## src/rtl/neuron_scheduler_pkg.sv

```systemverilog
// Shared types for the neuron scheduler: FSM states and spike-ID word layout.
package neuron_pkg;

  typedef enum logic [1:0] {
    IDLE     = 2'd0,
    RUN      = 2'd1,
    STOPPING = 2'd2
  } sched_state_t;

  localparam int SPKID_W          = 16;
  localparam int SPKID_PARITY_BIT = 15;
  localparam int SPKID_INDEX_LSB  = 0;
  localparam int SPKID_INDEX_W    = 15;

  // Index is passed zero-extended; the parity bit overrides whatever sits at its position.
  function automatic logic [SPKID_W-1:0] make_spkid(input logic parity,
                                                    input logic [SPKID_INDEX_W-1:0] index);
    logic [SPKID_W-1:0] word;
    word = SPKID_W'(index) << SPKID_INDEX_LSB;
    word[SPKID_PARITY_BIT] = parity;
    return word;
  endfunction

endpackage

```

## src/rtl/neuron_scheduler_if.sv

```systemverilog
// Host register-side bundle of the scheduler: divider/run control and the spike FIFO read port.
interface neuron_scheduler_if;
  import neuron_pkg::*;

  logic [31:0]        half_cnt;
  logic               enable;
  logic               spk_rd_en;
  logic               ovf_clr;
  logic               busy;
  logic [SPKID_W-1:0] spk_dout;
  logic               spk_empty;
  logic               spk_overflow;

  modport master (
    output half_cnt, enable, spk_rd_en, ovf_clr,
    input  busy, spk_dout, spk_empty, spk_overflow
  );

  modport slave (
    input  half_cnt, enable, spk_rd_en, ovf_clr,
    output busy, spk_dout, spk_empty, spk_overflow
  );

endinterface

```

## src/rtl/neuron_scheduler_spk_fifo.sv

```systemverilog
// First-word-fall-through spike-ID FIFO with a sticky overflow flag.
module spk_fifo #(
  parameter int WIDTH = 16,
  parameter int DEPTH = 16
) (
  input  logic             clk,
  input  logic             rst_n,
  input  logic             push,
  input  logic [WIDTH-1:0] din,
  input  logic             pop,
  input  logic             ovf_clr,
  output logic [WIDTH-1:0] dout,
  output logic             empty,
  output logic             overflow
);

  localparam int AW = (DEPTH > 1) ? $clog2(DEPTH) : 1;

  logic [WIDTH-1:0] mem [DEPTH];
  logic [AW-1:0]    wr_ptr;
  logic [AW-1:0]    rd_ptr;
  logic [AW:0]      count;
  logic             full;
  logic             do_push;
  logic             do_pop;

  assign empty   = (count == '0);
  assign full    = (count == (AW+1)'(DEPTH));
  assign do_pop  = pop && !empty;
  // A pop frees the slot in the same cycle, so a full FIFO still accepts a simultaneous push.
  assign do_push = push && (!full || do_pop);
  assign dout    = empty ? '0 : mem[rd_ptr];

  always_ff @(posedge clk) begin
    if (do_push) mem[wr_ptr] <= din;
  end

  always_ff @(posedge clk or negedge rst_n) begin
    if (!rst_n) begin
      wr_ptr   <= '0;
      rd_ptr   <= '0;
      count    <= '0;
      overflow <= 1'b0;
    end else begin
      if (do_push) wr_ptr <= wr_ptr + 1'b1;
      if (do_pop)  rd_ptr <= rd_ptr + 1'b1;
      case ({do_push, do_pop})
        2'b10:   count <= count + 1'b1;
        2'b01:   count <= count - 1'b1;
        default: count <= count;
      endcase
      if (ovf_clr)                      overflow <= 1'b0;
      else if (push && full && !do_pop) overflow <= 1'b1;
    end
  end

endmodule

```

## src/rtl/neuron_scheduler.sv

```systemverilog
// Time-multiplexing controller: divides rawclk into neuron_clk, sweeps neuronCounter
// frame by frame and queues motoneuron spike IDs for the host.
module neuron_scheduler
  import neuron_pkg::*;
#(
  parameter int NN         = 8,
  parameter int FIFO_DEPTH = 16
) (
  input  logic               rawclk,
  input  logic               reset_sim_n,
  neuron_scheduler_if.slave  host,
  input  logic               spike_in,
  output logic               neuron_clk,
  output logic [NN+2:0]      neuronCounter,
  output logic               tick,
  output logic               frame_done
);

  localparam int CW = NN + 3;

  sched_state_t       state;
  sched_state_t       state_next;
  logic [31:0]        delay_cnt;
  logic               frame_cnt;
  logic               running;
  logic               toggle;
  logic               advance;
  logic               push;
  logic [CW-1:0]      prev_count;
  logic [SPKID_W-1:0] spk_word;

  assign running = (state != IDLE);
  assign toggle  = running && (delay_cnt >= host.half_cnt);
  assign advance = toggle && neuron_clk;

  always_ff @(posedge rawclk or negedge reset_sim_n) begin
    if (!reset_sim_n) state <= IDLE;
    else              state <= state_next;
  end

  // Stopping only leaves for IDLE once the wrap strobe is out, so a frame is never cut short.
  always_comb begin
    state_next = state;
    case (state)
      IDLE:     if (host.enable) state_next = RUN;
      RUN:      if (!host.enable) state_next = STOPPING;
      STOPPING: begin
        if (host.enable)     state_next = RUN;
        else if (frame_done) state_next = IDLE;
      end
      default:  state_next = IDLE;
    endcase
  end

  always_comb begin
    host.busy = (state != IDLE);
  end

  // Counter only moves on the falling toggle, keeping it stable around each neuron_clk rise.
  always_ff @(posedge rawclk or negedge reset_sim_n) begin
    if (!reset_sim_n) begin
      delay_cnt     <= '0;
      neuron_clk    <= 1'b0;
      neuronCounter <= '0;
      tick          <= 1'b0;
      frame_done    <= 1'b0;
      frame_cnt     <= 1'b0;
    end else begin
      tick       <= advance;
      frame_done <= advance && (&neuronCounter);
      if (advance && (&neuronCounter)) frame_cnt <= ~frame_cnt;
      if (!running) begin
        delay_cnt     <= '0;
        neuron_clk    <= 1'b0;
        neuronCounter <= '0;
      end else if (toggle) begin
        delay_cnt  <= '0;
        neuron_clk <= ~neuron_clk;
        if (neuron_clk) neuronCounter <= neuronCounter + 1'b1;
      end else begin
        delay_cnt <= delay_cnt + 32'd1;
      end
    end
  end

  // During the tick cycle the counter already shows the new value; step back one for the
  // neuron that just finished, and undo the parity flip when that step crossed the wrap.
  assign prev_count = neuronCounter - CW'(1);
  assign push       = tick && (prev_count[1:0] == 2'b11) && spike_in;
  assign spk_word   = make_spkid(frame_cnt ^ frame_done,
                                 SPKID_INDEX_W'(prev_count[CW-1:2]));

  spk_fifo #(
    .WIDTH (SPKID_W),
    .DEPTH (FIFO_DEPTH)
  ) u_spk_fifo (
    .clk      (rawclk),
    .rst_n    (reset_sim_n),
    .push     (push),
    .din      (spk_word),
    .pop      (host.spk_rd_en),
    .ovf_clr  (host.ovf_clr),
    .dout     (host.spk_dout),
    .empty    (host.spk_empty),
    .overflow (host.spk_overflow)
  );

endmodule
```

## src/flat_wrapper.sv

```systemverilog
// flat-port wrapper written by rule: the top's interface ports become plain ports
module neuron_scheduler_flat import neuron_pkg::*;
#(
  parameter int NN         = 8,
  parameter int FIFO_DEPTH = 16
)
  (rawclk, reset_sim_n, spike_in, neuron_clk, neuronCounter, tick, frame_done, host_half_cnt, host_enable, host_spk_rd_en, host_ovf_clr, host_busy, host_spk_dout, host_spk_empty, host_spk_overflow);
  neuron_scheduler_if host_i ();
  input  logic rawclk;
  input  logic reset_sim_n;
  input  logic spike_in;
  output logic neuron_clk;
  output logic [NN+2:0] neuronCounter;
  output logic tick;
  output logic frame_done;
  input wire logic [$bits(host_i.half_cnt)-1:0] host_half_cnt;
  input wire logic [$bits(host_i.enable)-1:0] host_enable;
  input wire logic [$bits(host_i.spk_rd_en)-1:0] host_spk_rd_en;
  input wire logic [$bits(host_i.ovf_clr)-1:0] host_ovf_clr;
  output wire logic [$bits(host_i.busy)-1:0] host_busy;
  output wire logic [$bits(host_i.spk_dout)-1:0] host_spk_dout;
  output wire logic [$bits(host_i.spk_empty)-1:0] host_spk_empty;
  output wire logic [$bits(host_i.spk_overflow)-1:0] host_spk_overflow;
  assign host_i.half_cnt = host_half_cnt;
  assign host_i.enable = host_enable;
  assign host_i.spk_rd_en = host_spk_rd_en;
  assign host_i.ovf_clr = host_ovf_clr;
  assign host_busy = host_i.busy;
  assign host_spk_dout = host_i.spk_dout;
  assign host_spk_empty = host_i.spk_empty;
  assign host_spk_overflow = host_i.spk_overflow;
  neuron_scheduler #(.NN(NN), .FIFO_DEPTH(FIFO_DEPTH)) u_core (.rawclk(rawclk), .reset_sim_n(reset_sim_n), .host(host_i), .spike_in(spike_in), .neuron_clk(neuron_clk), .neuronCounter(neuronCounter), .tick(tick), .frame_done(frame_done));
endmodule
```

## config.mk

```make
export PLATFORM = sky130hd
export DESIGN_NAME = neuron_scheduler_flat
export DESIGN_NICKNAME = d
export VERILOG_FILES = /design/src/rtl/neuron_scheduler_pkg.sv /design/src/rtl/neuron_scheduler_if.sv /design/src/rtl/neuron_scheduler_spk_fifo.sv /design/src/rtl/neuron_scheduler.sv /design/src/flat_wrapper.sv
export SDC_FILE = /design/constraint.sdc
export NUM_CORES = 1
export LEC_CHECK = 0
export ABC_CLOCK_PERIOD_IN_PS = 3100
export CAP_MARGIN = 0
export CORE_UTILIZATION = 45
export DETAILED_ROUTE_END_ITERATION = 10
export PLACE_DENSITY = 0.61
export SLEW_MARGIN = 0
export SYNTH_ARGS = -nofsm -noshare
export SYNTH_HDL_FRONTEND = slang
export SYNTH_SLANG_ARGS = --single-unit
export TNS_END_PERCENT = 30
```

## constraint.sdc

```tcl
create_clock -name rawclk -period 3.1 [get_ports rawclk]
set_input_delay 0.465 -clock rawclk [delete_from_list [all_inputs] [get_ports rawclk]]
set_output_delay 0.465 -clock rawclk [all_outputs]
set_load 0.01 [all_outputs]
```

==> results.sh, run 1 <==
export IMPL_routed_wl_um=21580
export IMPL_wire_per_inst_um=18.45
export IMPL_drive_gt1_share_pct=17.39
export IMPL_die_height_um=154.8
export IMPL_cts_hold_buf=0
export IMPL_max_freq_ghz=0.3279
export IMPL_worstPathMaxFanout=12
export IMPL_place_inst=1118
export IMPL_synth_top_area_share_pct=45.76
export IMPL_layout_commonest_cell="edfxtp_1"
export IMPL_syn_avg_cell_area_um2=14.23
export IMPL_start_util_pct=46.10
export IMPL_tns_ps=0
export IMPL_clk_latency_ps=510
export IMPL_syn_inst=738
export IMPL_hold_violations=0
export IMPL_clockBufferDepth=3
export IMPL_crit_path_start_kind="register"
export IMPL_grt_pass1_wl_um=34340
export IMPL_whs_ps=44.26
export IMPL_timing_rr_start="u_core.neuronCounter[3]$_DFFE_PN0P_"
export IMPL_root_buffer="clkbuf_16"
export IMPL_area_delta_synth_final_pct=19.69
export IMPL_post_route_util_pct=55.17
export IMPL_hold_class="in -> async"
export IMPL_vias_per_cell=5.283
export IMPL_netlist_top_cells_area="edfxtp_1 46%, dfrtp_1 15%, mux4_2 11%"
export IMPL_yosys_area_top_type="edfxtp_1"
export IMPL_io_buffers=64
export IMPL_critPathKind="reg -> out"
export IMPL_p_leak_nw=4.825
export IMPL_ant_nets=0
export IMPL_cp_end_kind="output pin"
export IMPL_period_needed_ps=3050
export IMPL_fin_skew_ps=11.83
export IMPL_num_io_pins=71
export IMPL_grt_pass1_vias=6354
export IMPL_cts_tree="yes"
export IMPL_antenna_found_initial=0
export IMPL_worst_slew_pin_slew_ps=1311
export IMPL_finalPower_mw=6.688
export IMPL_synth_flop_cell="edfxtp_1"
export IMPL_dp_slack_ps=180.8
export IMPL_maxSlewViolCount=0
export IMPL_peakVddDrop_mv=0.2768
export IMPL_grt_usage_pct=18.70
export IMPL_coreArea_um2=22780
export IMPL_max_slew_margin_pct=11.98
export IMPL_first_pass_iters=5
export IMPL_die_w_um=154.8
export IMPL_grt_max_degree=35
export IMPL_arrival_ps=2580
export IMPL_fin_nets=921
export IMPL_vias=6181
export IMPL_cp_startpoint="u_core.u_spk_fifo.rd_ptr[0]$_DFFE_PN0P_"
export IMPL_row_count=55
export IMPL_required_ps=2630
export IMPL_setup_slack_ps=50.01
export IMPL_post_dp_hpwl_um=14690
export IMPL_syn_area_um2=10500
export IMPL_dieArea_um2=23950
export IMPL_synth_seq_area_share_pct=60.77
export IMPL_setup_violations=0
export IMPL_yosysWarnings=0
export IMPL_diodes=0
export IMPL_ys_ff_latch=223
export IMPL_period_share_pct=98.39
export IMPL_synthArstFlopShare_pct=28.25
export IMPL_gr_total_overflow=0
export IMPL_final_cells=1170
export IMPL_clk_pin_slew_ps=60
export IMPL_ys_types=49
export IMPL_power_density_nw_per_um2=532.2
export IMPL_maxCapViolations=0
export IMPL_drc=0
export IMPL_synth_edf_count=160
export IMPL_h_tree_depth=1
export IMPL_outcome="finished, final reports clean"
export IMPL_rsz0062_at_grt="true"
export IMPL_gp_congestion=0.7902
export IMPL_most_common_layout_cells="160 x edfxtp_1, 62 x dfrtp_1, 53 x clkdlybuf4s50_1, 50 x mux4_2, 48 x inv_1"
export IMPL_final_area_um2=12570
export IMPL_cts_buffers=24
export IMPL_drtIter0Drc=296
export IMPL_place_area_um2=11650
export IMPL_clkSinkCount=223
[timing repair]
action                                  4_1_cts  5_1_grt
pin swaps                                     4        0
buffers inserted                              3        2
endpoints found under the setup margin       10        6
gates cloned                                  3        0
gates resized for setup                      38        8
[report_power, final]
group | switching [mW] | internal (mW) | total, mW | leakage [nW]
Sequential | 0.0236 | 3.18 | 3.21 | 2.30
Combinational | 0.274 | 0.335 | 0.609 | 2.15
Clock | 1.14 | 1.73 | 2.87 | 0.380
Total | 1.44 | 5.25 | 6.69 | 4.83
[logic make-up (layout without fill, tap and decap cells)]
| group | Yosys count | in the layout | share of synthesized area, % |
|---|---|---|---|
| buf+inv | 82 | 196 | 3.456 |
| other cells | 1 | 6 | 0.03571 |
| compound gates | 59 | 59 | 3.742 |
| fa+ha+maj | 44 | 44 | 5.315 |
| flops | 223 | 223 | 60.77 |
| mux | 60 | 60 | 11.69 |
| simple gates | 219 | 219 | 10.82 |
| xor+xnor | 50 | 50 | 4.171 |
[registers in the layout, summed over array words and instances, names as in the netlist]
name                        flops
u_core.delay_cnt               32
u_core.frame_cnt                1
u_core.frame_done               1
u_core.neuronCounter           11
u_core.neuron_clk               1
u_core.state                    2
u_core.tick                     1
u_core.u_spk_fifo.count         5
u_core.u_spk_fifo.mem         160
u_core.u_spk_fifo.overflow      1
u_core.u_spk_fifo.rd_ptr        4
u_core.u_spk_fifo.wr_ptr        4
[synth_stat cells (all sizes together), types with 2 or more instances]
cell	n
nand2b	11
nand3b	2
and4	3
a211o	2
nand4	15
or4	2
nand3	23
o2111ai	2
xnor2	23
edfxtp	160
nand2	42
o311ai	2
mux2i	9
or3	5
o211ai	6
o21a	4
xor2	27
and3	9
o21ai	12
dfrtp	63
inv	48
buf	18
and2	32
ha	43
nor3	12
nor3b	2
clkbuf	16
a21oi	20
mux4	50
nor2	52
a22oi	3
nor4	6
a21o	3
[area by class of cell]
cell class / count / area, µm²
clock buffers: 32 / 651.9
clock inverters: 12 / 140.1
fillers: 1831 / 10210
inverters: 48 / 180.2
multi-input cells: 438 / 3785
flip-flops and latches: 223 / 6382
well taps: 313 / 391.6
repair buffers: 104 / 1036
[worst paths after layout]
kind	end	slack (ps)	depth (start not counted)
worst max-delay path	host_spk_dout[8]	50	7
worst min-delay path	u_core.u_spk_fifo.count[1]$_DFFE_PN0P_	40	1
worst max register to register	u_core.u_spk_fifo.mem[2][8]$_DFFE_PP_	230	5
worst min register to register	u_core.frame_cnt$_DFFE_PN0P_	490	1
max in group asynchronous	u_core.neuronCounter[2]$_DFFE_PN0P_	2280	2
min in group rawclk	u_core.u_spk_fifo.overflow$_DFFE_PN0P_	480	2
[layer usage]
layer | vias to the layer above | wire, µm | GRT usage (%)
li1 | 2921 | - | -
met1 | 3111 | 9286 | 24.36
met2 | 124 | 11120 | 32.88
met3 | 25 | 754 | 2.326
met4 | 0 | 419 | 5.422
met5 | - | 0 | 0
[critical path: stages (launching register included)]
cell	delay [ps]
dfrtp_2	390
buf_12	120
buf_16	150
buf_4	120
mux4_2	510
mux4_2	490
and2_1	150
buf_2	130
Power figures use the tool's default switching activity.
==> inputs of run 2 (changes only) <==
- ABC_CLOCK_PERIOD_IN_PS: 3100 -> default
==> results of run 2 <==
Same layout as run 1: the final DEF is identical, and so are final timing and power.
==> inputs of run 3 (changes only) <==
- CTS_BUF_LIST: default -> sky130_fd_sc_hd__clkbuf_4
==> run 3 against run 2 <==
  * The run now ends with setup timing left
  * First-iteration DRC count shrank 10%
  * Power shrank 5.3%
  * Largest cell class unchanged
  * Combinational power grew 11%
  * Critical path type unchanged
  * Final area grew 0.67%
  * Via count grew 3.4%
  * Non-clock buffer count grew 8
  * Setup slack lost 98 ps
==> results.sh, run 3 (synthesis results as in run 1) <==
export IMPL_h_tree_depth=2
export IMPL_max_stage_delay_ps=480
export IMPL_grt_max_degree=35
export IMPL_whs_ps=339.3
export IMPL_largest_register="u_core.u_spk_fifo.mem"
export IMPL_timing_rr_start="u_core.neuronCounter[3]$_DFFE_PN0P_"
export IMPL_gp_congestion=0.7902
export IMPL_antenna_found_initial=1
export IMPL_drtIter0Drc=266
export IMPL_outcome="finished with violations"
export IMPL_worstPathMaxFanout=6
export IMPL_hold_class="in -> reg"
export IMPL_crit_chain="buf_12 > buf_12 > buf_4 > mux4_2 > mux4_2 > and2_4 > buf_6"
export IMPL_setup_violations=9
export IMPL_peakVddDrop_mv=0.2390
export IMPL_drc=0
export IMPL_dp_slack_ps=180.8
export IMPL_die_w_um=154.8
export IMPL_slowest_stage="mux4_2"
export IMPL_dieArea_um2=23950
export IMPL_crit_path_start_kind="register"
export IMPL_top_regs="u_core.u_spk_fifo.mem (160), u_core.delay_cnt (32), u_core.neuronCounter (11)"
export IMPL_setup_slack_ps=-47.62
export IMPL_cts_buffers=57
export IMPL_finalPower_mw=6.331
export IMPL_wire_per_inst_um=17.53
export IMPL_grt_pass1_wl_um=34930
export IMPL_cp_end_kind="output pin"
export IMPL_period_share_pct=101.5
export IMPL_grt_usage_pct=19.11
export IMPL_endpoint="host_spk_dout[4]"
export IMPL_start_util_pct=46.10
export IMPL_post_dp_hpwl_um=14690
export IMPL_die_height_um=154.8
export IMPL_drive_gt1_share_pct=23.39
export IMPL_ant_nets=0
export IMPL_io_buffers=64
export IMPL_timing_rr_end="u_core.u_spk_fifo.mem[10][8]$_DFFE_PP_"
export IMPL_maxSlewViolCount=0
export IMPL_rsz0062_at_grt="true"
export IMPL_worst_slew_pin_slew_ps=1266
export IMPL_routed_wl_um=21620
export IMPL_path_buf_inv=4
export IMPL_first_pass_iters=5
export IMPL_coreArea_um2=22780
export IMPL_clk_pin_slew_ps=60
export IMPL_vias=6393
export IMPL_most_common_layout_cells="160 x edfxtp_1, 82 x clkbuf_4, 62 x dfrtp_1, 53 x clkdlybuf4s50_1, 50 x mux4_2"
export IMPL_layout_commonest_cell="edfxtp_1"
export IMPL_cp_startpoint="u_core.u_spk_fifo.rd_ptr[0]$_DFFE_PN0P_"
export IMPL_row_count=55
export IMPL_root_buffer="clkbuf_4"
export IMPL_clkSinkCount=223
export IMPL_hold_violations=0
export IMPL_gr_total_overflow=0
export IMPL_cts_tree="yes"
export IMPL_grt_pass1_vias=6672
export IMPL_fin_nets=962
export IMPL_arrival_ps=2680
export IMPL_tns_ps=-279.1
export IMPL_worstSetupPathDepth=7
export IMPL_clockBufferDepth=3
export IMPL_violations="setup timing"
export IMPL_period_needed_ps=3148
export IMPL_maxCapViolations=0
export IMPL_fin_skew_ps=64.50
export IMPL_critPathKind="reg -> out"
export IMPL_required_ps=2630
export IMPL_area_delta_synth_final_pct=20.48
export IMPL_worst_r2r_setup_slack_ps=310
export IMPL_max_slew_margin_pct=15.00
export IMPL_vias_per_cell=5.185
export IMPL_max_freq_ghz=0.3177
export IMPL_num_io_pins=71
export IMPL_crit_family="multiplexers"
export IMPL_r2r_cells=5
export IMPL_power_density_nw_per_um2=500.4
export IMPL_p_leak_nw=4.932
export IMPL_largest_register_ffs=160
export IMPL_clk_latency_ps=700
[run 3: cell types whose count changed in the layout (fill, tap and decap cells not counted), moves of 9 or more]
cell	delta
clkbuf_4	+82
clkinv_1	+9
clkbuf_16	-25
buf_6	+10
[run 3: worst min path at each step]
stage | slack [ps] | depth (start not counted) | to | start
5_1_grt | 280 | 2 | u_core.state[1]$_DFFE_PN0P_ | host_enable
3_3_place_gp | 470 | 1 | u_core.state[0]$_DFFE_PN0P_ | u_core.state[1]$_DFFE_PN0P_
6_report | 340 | 2 | u_core.u_spk_fifo.overflow$_DFFE_PN0P_ | host_ovf_clr
3_5_place_dp | 480 | 1 | u_core.state[0]$_DFFE_PN0P_ | u_core.state[1]$_DFFE_PN0P_
4_1_cts | 270 | 2 | u_core.state[1]$_DFFE_PN0P_ | host_enable
2_1_floorplan | 170 | 0 | u_core.delay_cnt[0]$_DFF_PN0_ | reset_sim_n
[run 3: final cells by class]
class,count,area (µm²)
fill,1868,10130
clock buffer,82,615.6
inverter,48,180.2
clock inverter,16,100.1
antenna,1,2.502
timing repair buffer,112,1176
sequential,223,6382
tap,313,391.6
multi-input combinational,438,3802
[run 3: report_power, final]
group	internal, mW	switching (mW)	total, mW
sequential	3.18	0.0237	3.21
clock	1.30	1.15	2.45
combinational	0.388	0.287	0.675
[run 3: what timing repair did]
action                                  in CTS  in global routing
gates cloned                                 4                  0
endpoints found under the setup margin      10                 26
endpoints found under the hold margin       32                  0
hold buffers                                 1                  0
pin swaps                                   10                  0
setup buffers                                6                  4
resized for setup                           51                 17
[run 3: metrics by stage]
step	utilization [%]	instance area [µm²]	instances
final	55.54	12650	1233
after global placement	51.17	11650	1118
after detailed placement	51.17	11650	1118
after floorplan	-	10520	743
after CTS	55.05	12540	1227
after global routing	55.54	12650	1233
[run 3: routing by layer]
layer	track usage, %	vias to the layer above	share of wire (%)
li1	-	3043	-
met1	23.74	3160	42
met2	33.44	151	52
met3	3.867	39	4.6
met4	6.223	0	1.8
met5	0	-	0
